`src/rtl/demux_2_stream_pkg.sv`:
```
// Shared types and constants for the 1-to-2 packet-aware stream demultiplexer.
package demux_pkg;
  localparam int DEMUX_DW_DEFAULT = 16;
  localparam int STATS_W          = 16;

  typedef enum logic [1:0] {
    IDLE   = 2'd0,
    ROUTE0 = 2'd1,
    ROUTE1 = 2'd2
  } state_t;
endpackage

```
`src/rtl/demux_2_stream_if.sv`:
```
// Handshake bundle for demux_2_stream: one input stream and two output streams.
interface demux_2_stream_if import demux_pkg::*; #(parameter int data_width = DEMUX_DW_DEFAULT);
  logic                  in_valid;
  logic                  in_ready;
  logic [data_width-1:0] in_data;
  logic                  in_last;
  logic                  in_sel;
  logic                  out0_valid;
  logic                  out0_ready;
  logic [data_width-1:0] out0_data;
  logic                  out0_last;
  logic                  out1_valid;
  logic                  out1_ready;
  logic [data_width-1:0] out1_data;
  logic                  out1_last;

  // The demultiplexer's view.
  modport slave (
    input  in_valid, in_data, in_last, in_sel, out0_ready, out1_ready,
    output in_ready, out0_valid, out0_data, out0_last, out1_valid, out1_data, out1_last
  );

  // The surrounding producer/sink view.
  modport master (
    output in_valid, in_data, in_last, in_sel, out0_ready, out1_ready,
    input  in_ready, out0_valid, out0_data, out0_last, out1_valid, out1_data, out1_last
  );
endinterface

```
`src/rtl/demux_2_stream_out_slot.sv`:
```
// One-entry output register slice: load, drain, or replace-on-drain with no bubble.
module out_slot import demux_pkg::*; #(
  parameter int data_width = DEMUX_DW_DEFAULT
) (
  input  logic                  clk,
  input  logic                  reset,
  input  logic                  load,
  input  logic [data_width-1:0] load_data,
  input  logic                  load_last,
  input  logic                  out_ready,
  output logic                  valid,
  output logic [data_width-1:0] data,
  output logic                  last,
  output logic                  ready
);
  logic                  valid_r;
  logic [data_width-1:0] data_r;
  logic                  last_r;

  // Slot register; a load wins over a drain so a simultaneous pair keeps valid high.
  always_ff @(posedge clk) begin
    if (reset) begin
      valid_r <= 1'b0;
      data_r  <= {data_width{1'b0}};
      last_r  <= 1'b0;
    end else if (load) begin
      valid_r <= 1'b1;
      data_r  <= load_data;
      last_r  <= load_last;
    end else if (out_ready) begin
      valid_r <= 1'b0;
    end
  end

  assign valid = valid_r;
  assign data  = data_r;
  assign last  = last_r;
  assign ready = !valid_r || out_ready;
endmodule

```
`src/rtl/demux_2_stream.sv`:
```
// 1-to-2 packet-aware stream demux; destination locks on the first beat until in_last.
// Optional per-port beat/packet counters are built when DEMUX_STATS_EN is defined.
module demux_2_stream import demux_pkg::*; #(
  parameter int data_width = DEMUX_DW_DEFAULT
) (
  input  logic               clk,
  input  logic               reset,
  demux_2_stream_if.slave    bus
`ifdef DEMUX_STATS_EN
  ,
  output logic [STATS_W-1:0] beats0,
  output logic [STATS_W-1:0] beats1,
  output logic [STATS_W-1:0] pkts0,
  output logic [STATS_W-1:0] pkts1
`endif
);
  state_t state_r;
  state_t state_next_s;
  logic   dest_s;
  logic   rdy0_s;
  logic   rdy1_s;
  logic   in_ready_s;
  logic   xfer_s;
  logic   load0_s;
  logic   load1_s;

  assign in_ready_s   = dest_s ? rdy1_s : rdy0_s;
  assign bus.in_ready = in_ready_s;
  assign xfer_s       = bus.in_valid && in_ready_s;
  assign load0_s      = xfer_s && !dest_s;
  assign load1_s      = xfer_s && dest_s;

  // Destination select and next-state logic.
  always_comb begin
    dest_s       = 1'b0;
    state_next_s = state_r;
    case (state_r)
      IDLE: begin
        dest_s = bus.in_sel;
        if (xfer_s && !bus.in_last) begin
          state_next_s = bus.in_sel ? ROUTE1 : ROUTE0;
        end else begin
          state_next_s = IDLE;
        end
      end
      ROUTE0: begin
        dest_s = 1'b0;
        if (xfer_s && bus.in_last) begin
          state_next_s = IDLE;
        end else begin
          state_next_s = ROUTE0;
        end
      end
      ROUTE1: begin
        dest_s = 1'b1;
        if (xfer_s && bus.in_last) begin
          state_next_s = IDLE;
        end else begin
          state_next_s = ROUTE1;
        end
      end
      default: begin
        dest_s       = 1'b0;
        state_next_s = IDLE;
      end
    endcase
  end

  // State register.
  always_ff @(posedge clk) begin
    if (reset) begin
      state_r <= IDLE;
    end else begin
      state_r <= state_next_s;
    end
  end

  out_slot #(.data_width(data_width)) u_slot0 (
    .clk       (clk),
    .reset     (reset),
    .load      (load0_s),
    .load_data (bus.in_data),
    .load_last (bus.in_last),
    .out_ready (bus.out0_ready),
    .valid     (bus.out0_valid),
    .data      (bus.out0_data),
    .last      (bus.out0_last),
    .ready     (rdy0_s)
  );

  out_slot #(.data_width(data_width)) u_slot1 (
    .clk       (clk),
    .reset     (reset),
    .load      (load1_s),
    .load_data (bus.in_data),
    .load_last (bus.in_last),
    .out_ready (bus.out1_ready),
    .valid     (bus.out1_valid),
    .data      (bus.out1_data),
    .last      (bus.out1_last),
    .ready     (rdy1_s)
  );

`ifdef DEMUX_STATS_EN
  logic [STATS_W-1:0] beats0_r;
  logic [STATS_W-1:0] beats1_r;
  logic [STATS_W-1:0] pkts0_r;
  logic [STATS_W-1:0] pkts1_r;

  // Output-side counters, wrapping naturally at 2^16.
  always_ff @(posedge clk) begin
    if (reset) begin
      beats0_r <= {STATS_W{1'b0}};
      beats1_r <= {STATS_W{1'b0}};
      pkts0_r  <= {STATS_W{1'b0}};
      pkts1_r  <= {STATS_W{1'b0}};
    end else begin
      if (bus.out0_valid && bus.out0_ready) begin
        beats0_r <= beats0_r + {{(STATS_W-1){1'b0}}, 1'b1};
        if (bus.out0_last) begin
          pkts0_r <= pkts0_r + {{(STATS_W-1){1'b0}}, 1'b1};
        end
      end
      if (bus.out1_valid && bus.out1_ready) begin
        beats1_r <= beats1_r + {{(STATS_W-1){1'b0}}, 1'b1};
        if (bus.out1_last) begin
          pkts1_r <= pkts1_r + {{(STATS_W-1){1'b0}}, 1'b1};
        end
      end
    end
  end

  assign beats0 = beats0_r;
  assign beats1 = beats1_r;
  assign pkts0  = pkts0_r;
  assign pkts1  = pkts1_r;
`endif
endmodule

```
`src/flat_wrapper.sv`:
```
// flat-port wrapper written by rule: the top's interface ports become plain ports
module demux_2_stream_flat import demux_pkg::*;
#(
  parameter int data_width = DEMUX_DW_DEFAULT
)
  (clk, reset, bus_in_valid, bus_in_data, bus_in_last, bus_in_sel, bus_out0_ready, bus_out1_ready, bus_in_ready, bus_out0_valid, bus_out0_data, bus_out0_last, bus_out1_valid, bus_out1_data, bus_out1_last);
  demux_2_stream_if #(.data_width(data_width)) bus_i ();
  input  logic clk;
  input  logic reset;
  input wire logic [$bits(bus_i.in_valid)-1:0] bus_in_valid;
  input wire logic [$bits(bus_i.in_data)-1:0] bus_in_data;
  input wire logic [$bits(bus_i.in_last)-1:0] bus_in_last;
  input wire logic [$bits(bus_i.in_sel)-1:0] bus_in_sel;
  input wire logic [$bits(bus_i.out0_ready)-1:0] bus_out0_ready;
  input wire logic [$bits(bus_i.out1_ready)-1:0] bus_out1_ready;
  output wire logic [$bits(bus_i.in_ready)-1:0] bus_in_ready;
  output wire logic [$bits(bus_i.out0_valid)-1:0] bus_out0_valid;
  output wire logic [$bits(bus_i.out0_data)-1:0] bus_out0_data;
  output wire logic [$bits(bus_i.out0_last)-1:0] bus_out0_last;
  output wire logic [$bits(bus_i.out1_valid)-1:0] bus_out1_valid;
  output wire logic [$bits(bus_i.out1_data)-1:0] bus_out1_data;
  output wire logic [$bits(bus_i.out1_last)-1:0] bus_out1_last;
  assign bus_i.in_valid = bus_in_valid;
  assign bus_i.in_data = bus_in_data;
  assign bus_i.in_last = bus_in_last;
  assign bus_i.in_sel = bus_in_sel;
  assign bus_i.out0_ready = bus_out0_ready;
  assign bus_i.out1_ready = bus_out1_ready;
  assign bus_in_ready = bus_i.in_ready;
  assign bus_out0_valid = bus_i.out0_valid;
  assign bus_out0_data = bus_i.out0_data;
  assign bus_out0_last = bus_i.out0_last;
  assign bus_out1_valid = bus_i.out1_valid;
  assign bus_out1_data = bus_i.out1_data;
  assign bus_out1_last = bus_i.out1_last;
  demux_2_stream #(.data_width(data_width)) u_core (.clk(clk), .reset(reset), .bus(bus_i));
endmodule
```
`config.mk`:
```
export PLATFORM = sky130hd
export DESIGN_NAME = demux_2_stream_flat
export DESIGN_NICKNAME = d
export VERILOG_FILES = /design/src/rtl/demux_2_stream_pkg.sv /design/src/rtl/demux_2_stream_if.sv /design/src/rtl/demux_2_stream_out_slot.sv /design/src/rtl/demux_2_stream.sv /design/src/flat_wrapper.sv
export SDC_FILE = /design/constraint.sdc
export NUM_CORES = 1
export LEC_CHECK = 0
export BUFFER_PORTS_ARGS = -buffer_cell sky130_fd_sc_hd__buf_2
export CAP_MARGIN = 20
export CORE_ASPECT_RATIO = 1.1
export CORE_MARGIN = 3
export CORE_UTILIZATION = 46
export CTS_CLUSTER_DIAMETER = 100
export DETAILED_ROUTE_END_ITERATION = 7
export PLACE_DENSITY = 0.76
export SKIP_CTS_REPAIR_TIMING = 1
export SLEW_MARGIN = 5
export SYNTH_ARGS = -nofsm -noshare
export SYNTH_HDL_FRONTEND = slang
export SYNTH_SLANG_ARGS = --single-unit
export TNS_END_PERCENT = 50
```
`constraint.sdc`:
```
create_clock -name clk -period 1.7 [get_ports clk]
set_input_delay 0.255 -clock clk [delete_from_list [all_inputs] [get_ports clk]]
set_output_delay 0.255 -clock clk [all_outputs]
set_load 0.01 [all_outputs]
```
## Word-level counts from Yosys, hierarchy flattened

Cells that the tools add are included.

| storage, ports and cells | value |
|---|---|
| logic and storage cells | 34 |
| bits of input ports | 23 |
| register bits | 38 |
| output and inout port bits | 37 |

| operators by class | value |
|---|---|
| reduce and logical (&&, ||, !) cells | 14 |
| equality and inequality tests | 2 |
| mux-type cells | 11 |

Operators with widths:

| operator | count |
|---|---|
| 2-to-1 mux 1 bit | 6 |
| 2-to-1 mux 2 bit | 3 |
| one-hot mux 2 bit (3 select lines) | 1 |
| logical AND 1 bit | 5 |
| logical NOT 1 bit | 4 |
| nonzero test 2 bit | 2 |
| equality test 2 x 1 -> 1 bit, second input constant | 1 |
| equality test 2 bit, second input constant | 1 |
| logical NOT 2 bit | 1 |
| logical OR 1 bit | 2 |
| one-hot mux 1 bit (2 select lines) | 1 |

## Longest topological paths before layout

Gate-level depths: netlist of run 1.

| depth | value |
|---|---|
| word-level depth | 7 |
| depth in mapped cells | 6 |
| mapped depth without buffers | 4 |

## Modules after synthesis

Synthesis of run 1 repeated with hierarchy kept, for this count alone.

| unflattened totals | value |
|---|---|
| cell total of the unflattened synthesis | 133 |
| area total of the unflattened synthesis | 1435.1 um^2 |

By module, submodules not included:

| module | cells each | times used | sequential area each (um^2) | area an instance (um^2) |
|---|---|---|---|---|
| out_slot | 59 | 2 | 360.3 | 650.6 |
| demux_2_stream | 15 | 1 | 40.0 | 133.9 |

## Worst setup path before layout of run 1

No wires, ideal clock.

| timing path | value |
|---|---|
| path kind | register -> register |
| start | register u_core.state_r[0] |
| end | register u_core.u_slot1.data_r[10], in the netlist u_core.u_slot1.data[10] |
| arrival | 1.299 ns |
| cell stages (with the launch flop) | 7 |
| buffers on the path | 2 |
| setup time | 0.128 ns |
| slack | 0.274 ns |
| required time | 1.572 ns |
| period minus slack after synthesis | 1.426 ns |
| cells stage by stage | dfxtp_1 o21bai_4 or3b_1 buf_6 buf_8 mux2i_1 nor2_1 |

| on the way | value |
|---|---|
| longest elaborated chain between the ends | 5 |
| elaborated cells between the ends (all ways) | 6 |
| those cells by class | eq/ne: 1; mux: 2; reduce/logical: 3 |

RTL lines:

| item | RTL line | text |
|---|---|---|
| from (decl) | demux_2_stream.sv:17 | `state_t state_r;` |
| from (signal assigned) | demux_2_stream.sv:74 | `state_r <= state_next_s;` |
| equality test 2 bit or logical NOT 2 bit (tied branches) | demux_2_stream.sv:37 | `case (state_r)` |
| one-hot mux 1 bit (2 select lines) * | demux_2_stream.sv:37 |  |
| 2-to-1 mux 1 bit | demux_2_stream.sv:27 | `assign in_ready_s = dest_s ? rdy1_s : rdy0_s;` |
| logical AND 1 bit | demux_2_stream.sv:29 | `assign xfer_s = bus.in_valid && in_ready_s;` |
| logical AND 1 bit * | demux_2_stream.sv:31 | `assign load1_s = xfer_s && dest_s;` |
| to (signal assigned) | demux_2_stream_out_slot.sv:24 | `data_r <= {data_width{1'b0}};` |
| to (signal assigned) | demux_2_stream_out_slot.sv:28 | `data_r <= load_data;` |
| to (decl) | demux_2_stream_out_slot.sv:17 | `logic [data_width-1:0] data_r;` |

Every way passes the cells marked *; elsewhere a longest branch is shown, timed or not.
A chain may end at the register's enable or synchronous reset.

## Worst setup path in the final report of run 1

| timing path | value |
|---|---|
| start | register u_core.state_r[1] |
| end | output port bus_in_ready |

| on the way | value |
|---|---|
| longest elaborated chain between the ends | 3 |
| elaborated cells between the ends (all ways) | 4 |
| those cells by class | eq/ne: 1; mux: 2; reduce/logical: 1 |

RTL lines:

| item | RTL line | text |
|---|---|---|
| equality test 2 bit or logical NOT 2 bit (tied branches) | demux_2_stream.sv:37 |  |
| one-hot mux 1 bit (2 select lines) * | demux_2_stream.sv:37 |  |
| 2-to-1 mux 1 bit * | demux_2_stream.sv:27 |  |
| to (decl) | flat_wrapper.sv:16 | `output wire logic [$bits(bus_i.in_ready)-1:0] bus_in_ready;` |

Marks and branches as above.

==> qor.csv, run 1 <==
metric,value,unit
outcome,completed,
tightest_slew,0.651,ns
rows,20,
drcViolationCount,0,
ys_ff_latch,38,
grt_max_degree,39,
critPathMaxFanout,4,
setup_violations,0,
dieArea,0.00368,sq mm
syn_inst,148,
cts_buffers,5,
synth-compound-area-share,9.74,%
clockBufferDepth,2,
clkLatencyLatePin,0.32,ns
grt_pass1_wl,5220,um
wire_per_inst,12.8,um
drtIter0Drc,32,
die_w,58.1,um
htree_num_levels,2,
hold_start,bus_in_data[7],
synth_top_family_by_area,simple AND/OR/NAND/NOR gates,
period_share,94.9,%
fin_crit,1.61,ns
hold_slack,0.164,ns
antenna_left,0,
n_antenna_cell,0,
crit_required,1.44,ns
grtUsageTotal,18.2,%
path_class,flip-flop to output port,
startpoint_type,flip-flop,
power_density,983,mW/mm^2
utilization,62.3,%
fmax,0.620,GHz
fillerInstances,255,
crit_arrival,1.36,ns
ys.flop_type,dfxtp_1,
final_nets,232,
firstDrtPassIters,4,
cts-root-buf,clkbuf_4,
routabilityCongestion,0.809,
yosys_warnings,0,
yosys.area_share.xor_xnor,0,%
antenna_found_initial,0,
io_buffers,59,
hold_path_class,input pin to flip-flop,
leakagePower,0.912,nW
drive_gt1_share,34.3,%
grt_overflow,0,
worstSetupStartpoint,u_core.state_r[1],
routed_wl,3110,um
via_count,1219,
yosysUniqueCellTypes,19,
crit_path_end_kind,output port,
ys_seq_area_share,55.3,%
fp.coreArea,0.00280,sq mm
finalHoldViolCount,0,
tns,0,ns
synth_edf_count,0,
syn2layout_area_growth,27.0,%
netlist_area,0.00138,sq mm
finClkSkew,0.00511,ns
syn_area_per_cell,9.29,sq um
cts_tree,yes,
initial_core_util,49.1,%
dp_hpwl,2380,um
clk_pin_slew,0.10,ns
drv_cap,0,
viasPerCell,5.02,
slew_viol_final,0,
rsz0062_at_grt,no,
synth-simple-area-share,17.2,%
ys_async_sr_fraction,0,%
ioPinCount,60,
irDropWorstVdd,622,uV
relSlewSlack,56.6,%
clkSinkCount,38,
r2r_start,u_core.state_r[1],
synth_fa_ha_area_share,0,%
muxShareOfSynthArea,13.2,%
syn_nets,171,
first_global_vias,1180,
fp.dieH,63.3,um
## critical path, stage by stage, from the launching register on
cell	delay, ns
dfxtp_1	0.37
o21bai_4	0.18
mux2_2	0.34
buf_2	0.14
## area by class of cell
cell class	instances	area (sq um)	area share (%)
Clock buffer	7	55.1	3.15
Clock inverter	1	5.00	0.287
Inverter	2	7.51	0.430
Multi-Input combinational cell	99	552	31.6
Sequential cell	38	761	43.6
Tap cell	33	41.3	2.36
Timing Repair Buffer	63	325	18.6
## cells in the mapped netlist, drive strengths merged (2+ instances only)
library cell	instances	area, sq um
a21oi	19	95.1
a31oi	2	12.5
buf	4	36.3
clkbuf	5	18.8
dfxtp	38	761
inv	2	7.51
mux2i	17	170
nand2	34	128
nand2b	2	12.5
nor2	17	63.8
nor4	2	12.5
## cells in the final DEF, fill, tap and decap left out, drive strengths merged
cell	n
buf	63
dfxtp	38
nand2	34
a21oi	19
mux2i	17
nor2	17
clkbuf	7
nand2b	2
inv	2
a31oi	2
nor4	2
o21bai	1
mux2	1
and3	1
nand3	1
or3b	1
a21boi	1
clkinv	1
## state kept, by name, summed over array words and instances (netlist names)
name and flops:
u_core.u_slot0.valid 1, u_core.u_slot0.last 1, u_core.state_r 2, u_core.u_slot1.valid 1, u_core.u_slot0.data 16, u_core.u_slot1.last 1, u_core.u_slot1.data 16
## metrics by stage
| step | instance area, sq um | instances | total power, mW | worst slack, ns |
|---|---|---|---|---|
| floorplan | 1380 | 148 | 1.16 | 0.274 |
| global placement | 1690 | 235 | 1.26 | 0.269 |
| detailed placement | 1690 | 235 | 1.27 | 0.193 |
| CTS | 1750 | 243 | 1.74 | 0.0694 |
| global route | 1750 | 243 | 1.82 | 0.0248 |
| finish | 1750 | 243 | 1.72 | 0.0866 |
## path summary, 6_finish.rpt
path | cells after the start | endpoint | slack (ns)
setup / recovery | 3 | bus_in_ready | 0.09
hold / removal | 3 | u_core.u_slot0.data[7] | 0.16
hold reg to reg | 2 | u_core.u_slot0.last | 0.46
setup reg to reg | 5 | u_core.u_slot1.data[11] | 0.19
## report_power, final
group	internal (mW)	leakage (nW)	switching [mW]
Combinational	0.123	0.566	0.153
Sequential	0.946	0.311	0.0293
Clock	0.201	0.0353	0.265
## layer usage
metal | up-vias | part of all wire (%) | GRT usage (%)
met4 | 0 | 1.7 | 7.25
met5 | - | 0 | 0
met3 | 7 | 8.4 | 6.15
met2 | 50 | 48 | 30.1
met1 | 552 | 42 | 21.2
li1 | 610 | - | -
## cells by family (layout without fill, tap and decap cells)
| kind of cell | count (synthesis) | after routing |
|---|---|---|
| AND/OR/NAND/NOR | 58 | 58 |
| buffers and inverters | 11 | 73 |
| flip-flops | 38 | 38 |
| AO/OA/AOI/OAI | 23 | 23 |
| multiplexers | 18 | 18 |
(Power assumes the default switching activity.)
==> inputs of run 2 (changes only) <==
--- a/config.mk
+++ b/config.mk
@@ -9,10 +9,10 @@
 export CAP_MARGIN = 20
 export CORE_ASPECT_RATIO = 1.1
 export CORE_MARGIN = 3
-export CORE_UTILIZATION = 46
+export CORE_UTILIZATION = 25
 export CTS_CLUSTER_DIAMETER = 100
 export DETAILED_ROUTE_END_ITERATION = 7
-export PLACE_DENSITY = 0.76
+export PLACE_DENSITY = 0.46
 export SKIP_CTS_REPAIR_TIMING = 1
 export SLEW_MARGIN = 5
 export SYNTH_ARGS = -nofsm -noshare
==> run 2 against run 1 <==
- largest cell class unchanged
- cell area rose by 4.1%
- largest power group unchanged
- via count fell by 5.6%
- critical path type unchanged
- sequential share of layout area fell by 1.7 points
- maximum frequency rose by 5.2%
- clock power rose by 28%
==> qor.csv, run 2 (synthesized netlist as in run 1, its figures left out) <==
metric,value,unit,change
outcome,completed,,unchanged
pre_cts_slack,0.194,ns,was 0.193 ns
critPathMaxStageDelay,0.35,ns,was 0.37 ns
path_class,flip-flop to output port,,unchanged
rows,27,,was 20
crit_path_end_kind,output port,,unchanged
crit_required,1.44,ns,about the same
drtIter0Drc,35,,was 32
hold_path_class,input pin to flip-flop,,unchanged
met2_usage,17.4,%,was 30.1%
via_count,1151,,was 1219
finalHoldViolCount,0,,unchanged
tightest_slew,0.673,ns,was 0.651 ns
n_antenna_cell,0,,unchanged
grtUsageTotal,11.1,%,was 18.2%
grt-busiest-layer,met2,,unchanged
met1_usage,13.1,%,was 21.2%
viasPerCell,4.11,,was 5.02
drv_cap,0,,unchanged
drcViolationCount,0,,unchanged
p_int,1.38,mW,was 1.27 mW
crit_arrival,1.28,ns,was 1.36 ns
use_met3,5.83,%,was 6.15%
period_share,90.2,%,was 94.9%
utilization,35.2,%,was 62.3%
initial_core_util,26.6,%,was 49.1%
grt_max_degree,39,,unchanged
tns,0,ns,unchanged
clkSinkCount,38,,unchanged
cp.buffers_inverters,1,,unchanged
clockBufferDepth,2,,unchanged
combinationalPowerShare,15.1,%,was 16.1%
final_common_cell,buf_2,,unchanged
finClkSkew,0.00471,ns,was 0.00511 ns
relSlewSlack,55.1,%,was 56.6%
fin_cells,280,,was 243
dieArea,0.00643,sq mm,was 0.00368 sq mm
fmax,0.652,GHz,was 0.620 GHz
crit_family,flip-flops,,unchanged
hold_slack,0.222,ns,was 0.164 ns
cts-root-buf,clkbuf_8,,was clkbuf_4
seqPwrFrac,52.8,%,was 56.8%
routabilityCongestion,0.684,,was 0.809
grt_overflow,0,,unchanged
rsz0062_at_grt,no,,unchanged
setup_violations,0,,unchanged
final_cell_mix,"buf_2 (59), dfxtp_1 (38), nand2_1 (34)",,unchanged
cts_buffers,5,,unchanged
fp.dieH,83.8,um,was 63.3 um
worst_slack,0.166,ns,was 0.0866 ns
clk_pin_slew,0.07,ns,was 0.10 ns
r2r_slack,0.22,ns,was 0.19 ns
crit_chain,"o21bai_4, mux2_2, buf_2",,unchanged
final_nets,232,,unchanged
first_global_vias,1222,,was 1180
die_w,76.7,um,was 58.1 um
cpMaxStageDelayCell,dfxtp_1,,unchanged
ioPinCount,60,,unchanged
firstDrtPassIters,4,,unchanged
worst-path-stages,3,,unchanged
fillerInstances,548,,was 255
io_buffers,59,,unchanged
seq_area,761,sq um,unchanged
fp.coreArea,0.00517,sq mm,was 0.00280 sq mm
irDropWorstVdd,537,uV,was 622 uV
power_density,1010,mW/mm^2,was 983 mW/mm^2
clkLatencyLatePin,0.28,ns,was 0.32 ns
r2r_cells,5,,unchanged
multi_input_area,552,sq um,unchanged
clkPwrFrac,32.2,%,was 27.1%
dp_hpwl,2360,um,was 2380 um
routed_wl,3300,um,was 3110 um
dp.cells,274,,was 235
htree_num_levels,2,,unchanged
antenna_found_initial,0,,unchanged
antenna_left,0,,unchanged
startpoint_type,flip-flop,,unchanged
slew_viol_final,0,,unchanged
netSwitchingFraction,25.1,%,was 26.1%
cts_tree,yes,,unchanged
netSwitchingPower,463,uW,was 447 uW
leakagePower,0.920,nW,was 0.912 nW
wire_per_inst,11.8,um,was 12.8 um
drive_gt1_share,34.1,%,was 34.3%
worstHoldPathCells,3,,unchanged
syn2layout_area_growth,32.2,%,was 27.0%
grt_pass1_wl,5760,um,was 5220 um
critPathMaxFanout,4,,unchanged
fin_crit,1.53,ns,was 1.61 ns
-- run 2: cell count changes in the layout (fill, tap and decap cells not counted) --
cell	change
clkbuf_8	+5
clkinv_2	-1
clkbuf_1	-1
clkbuf_4	-5
-- run 2: power by group through the flow --
stage	sequential [mW]	combinational, mW	clock (mW)
floorplan	1.02	0.145	0
global placement	0.995	0.285	0
detailed placement	0.993	0.284	0
CTS	0.973	0.285	0.632
global route	0.981	0.313	0.670
finish	0.973	0.278	0.593
-- run 2: through the flow --
step | power [mW] | instance area [sq um]
after floorplan | 1.16 | 1380
after global routing | 1.96 | 1820
after CTS | 1.89 | 1820
after global placement | 1.28 | 1740
after detailed placement | 1.28 | 1740
final | 1.85 | 1820
-- run 2: layout make-up --
cell class	instances	area share, %
Timing Repair Buffer	63	17.9
Tap cell	72	4.96
Multi-Input combinational cell	99	30.4
Sequential cell	38	41.8
Clock buffer	6	4.54
Inverter	2	0.413
-- run 2: worst paths after layout --
check | end | startpoint
worst max-delay path | bus_in_ready | u_core.state_r[1]
worst min-delay path | u_core.u_slot0.data[14] | bus_in_data[14]
worst max register to register | u_core.u_slot1.data[10] | u_core.state_r[0]
worst min register to register | u_core.u_slot0.last | u_core.u_slot0.last
-- run 2: per-layer routing --
metal	vias to the layer above	wire (um)
li1	605	-
met1	502	1560
met2	42	1430
met3	2	302
met4	0	13
met5	-	0
-- run 2: worst register-to-register path, cell delays in order (launching register included) --
cell      delay [ns]
dfxtp_1         0.33
o21bai_4        0.18
or3b_1          0.40
buf_4           0.22
mux2i_1         0.17
nor2_1          0.05
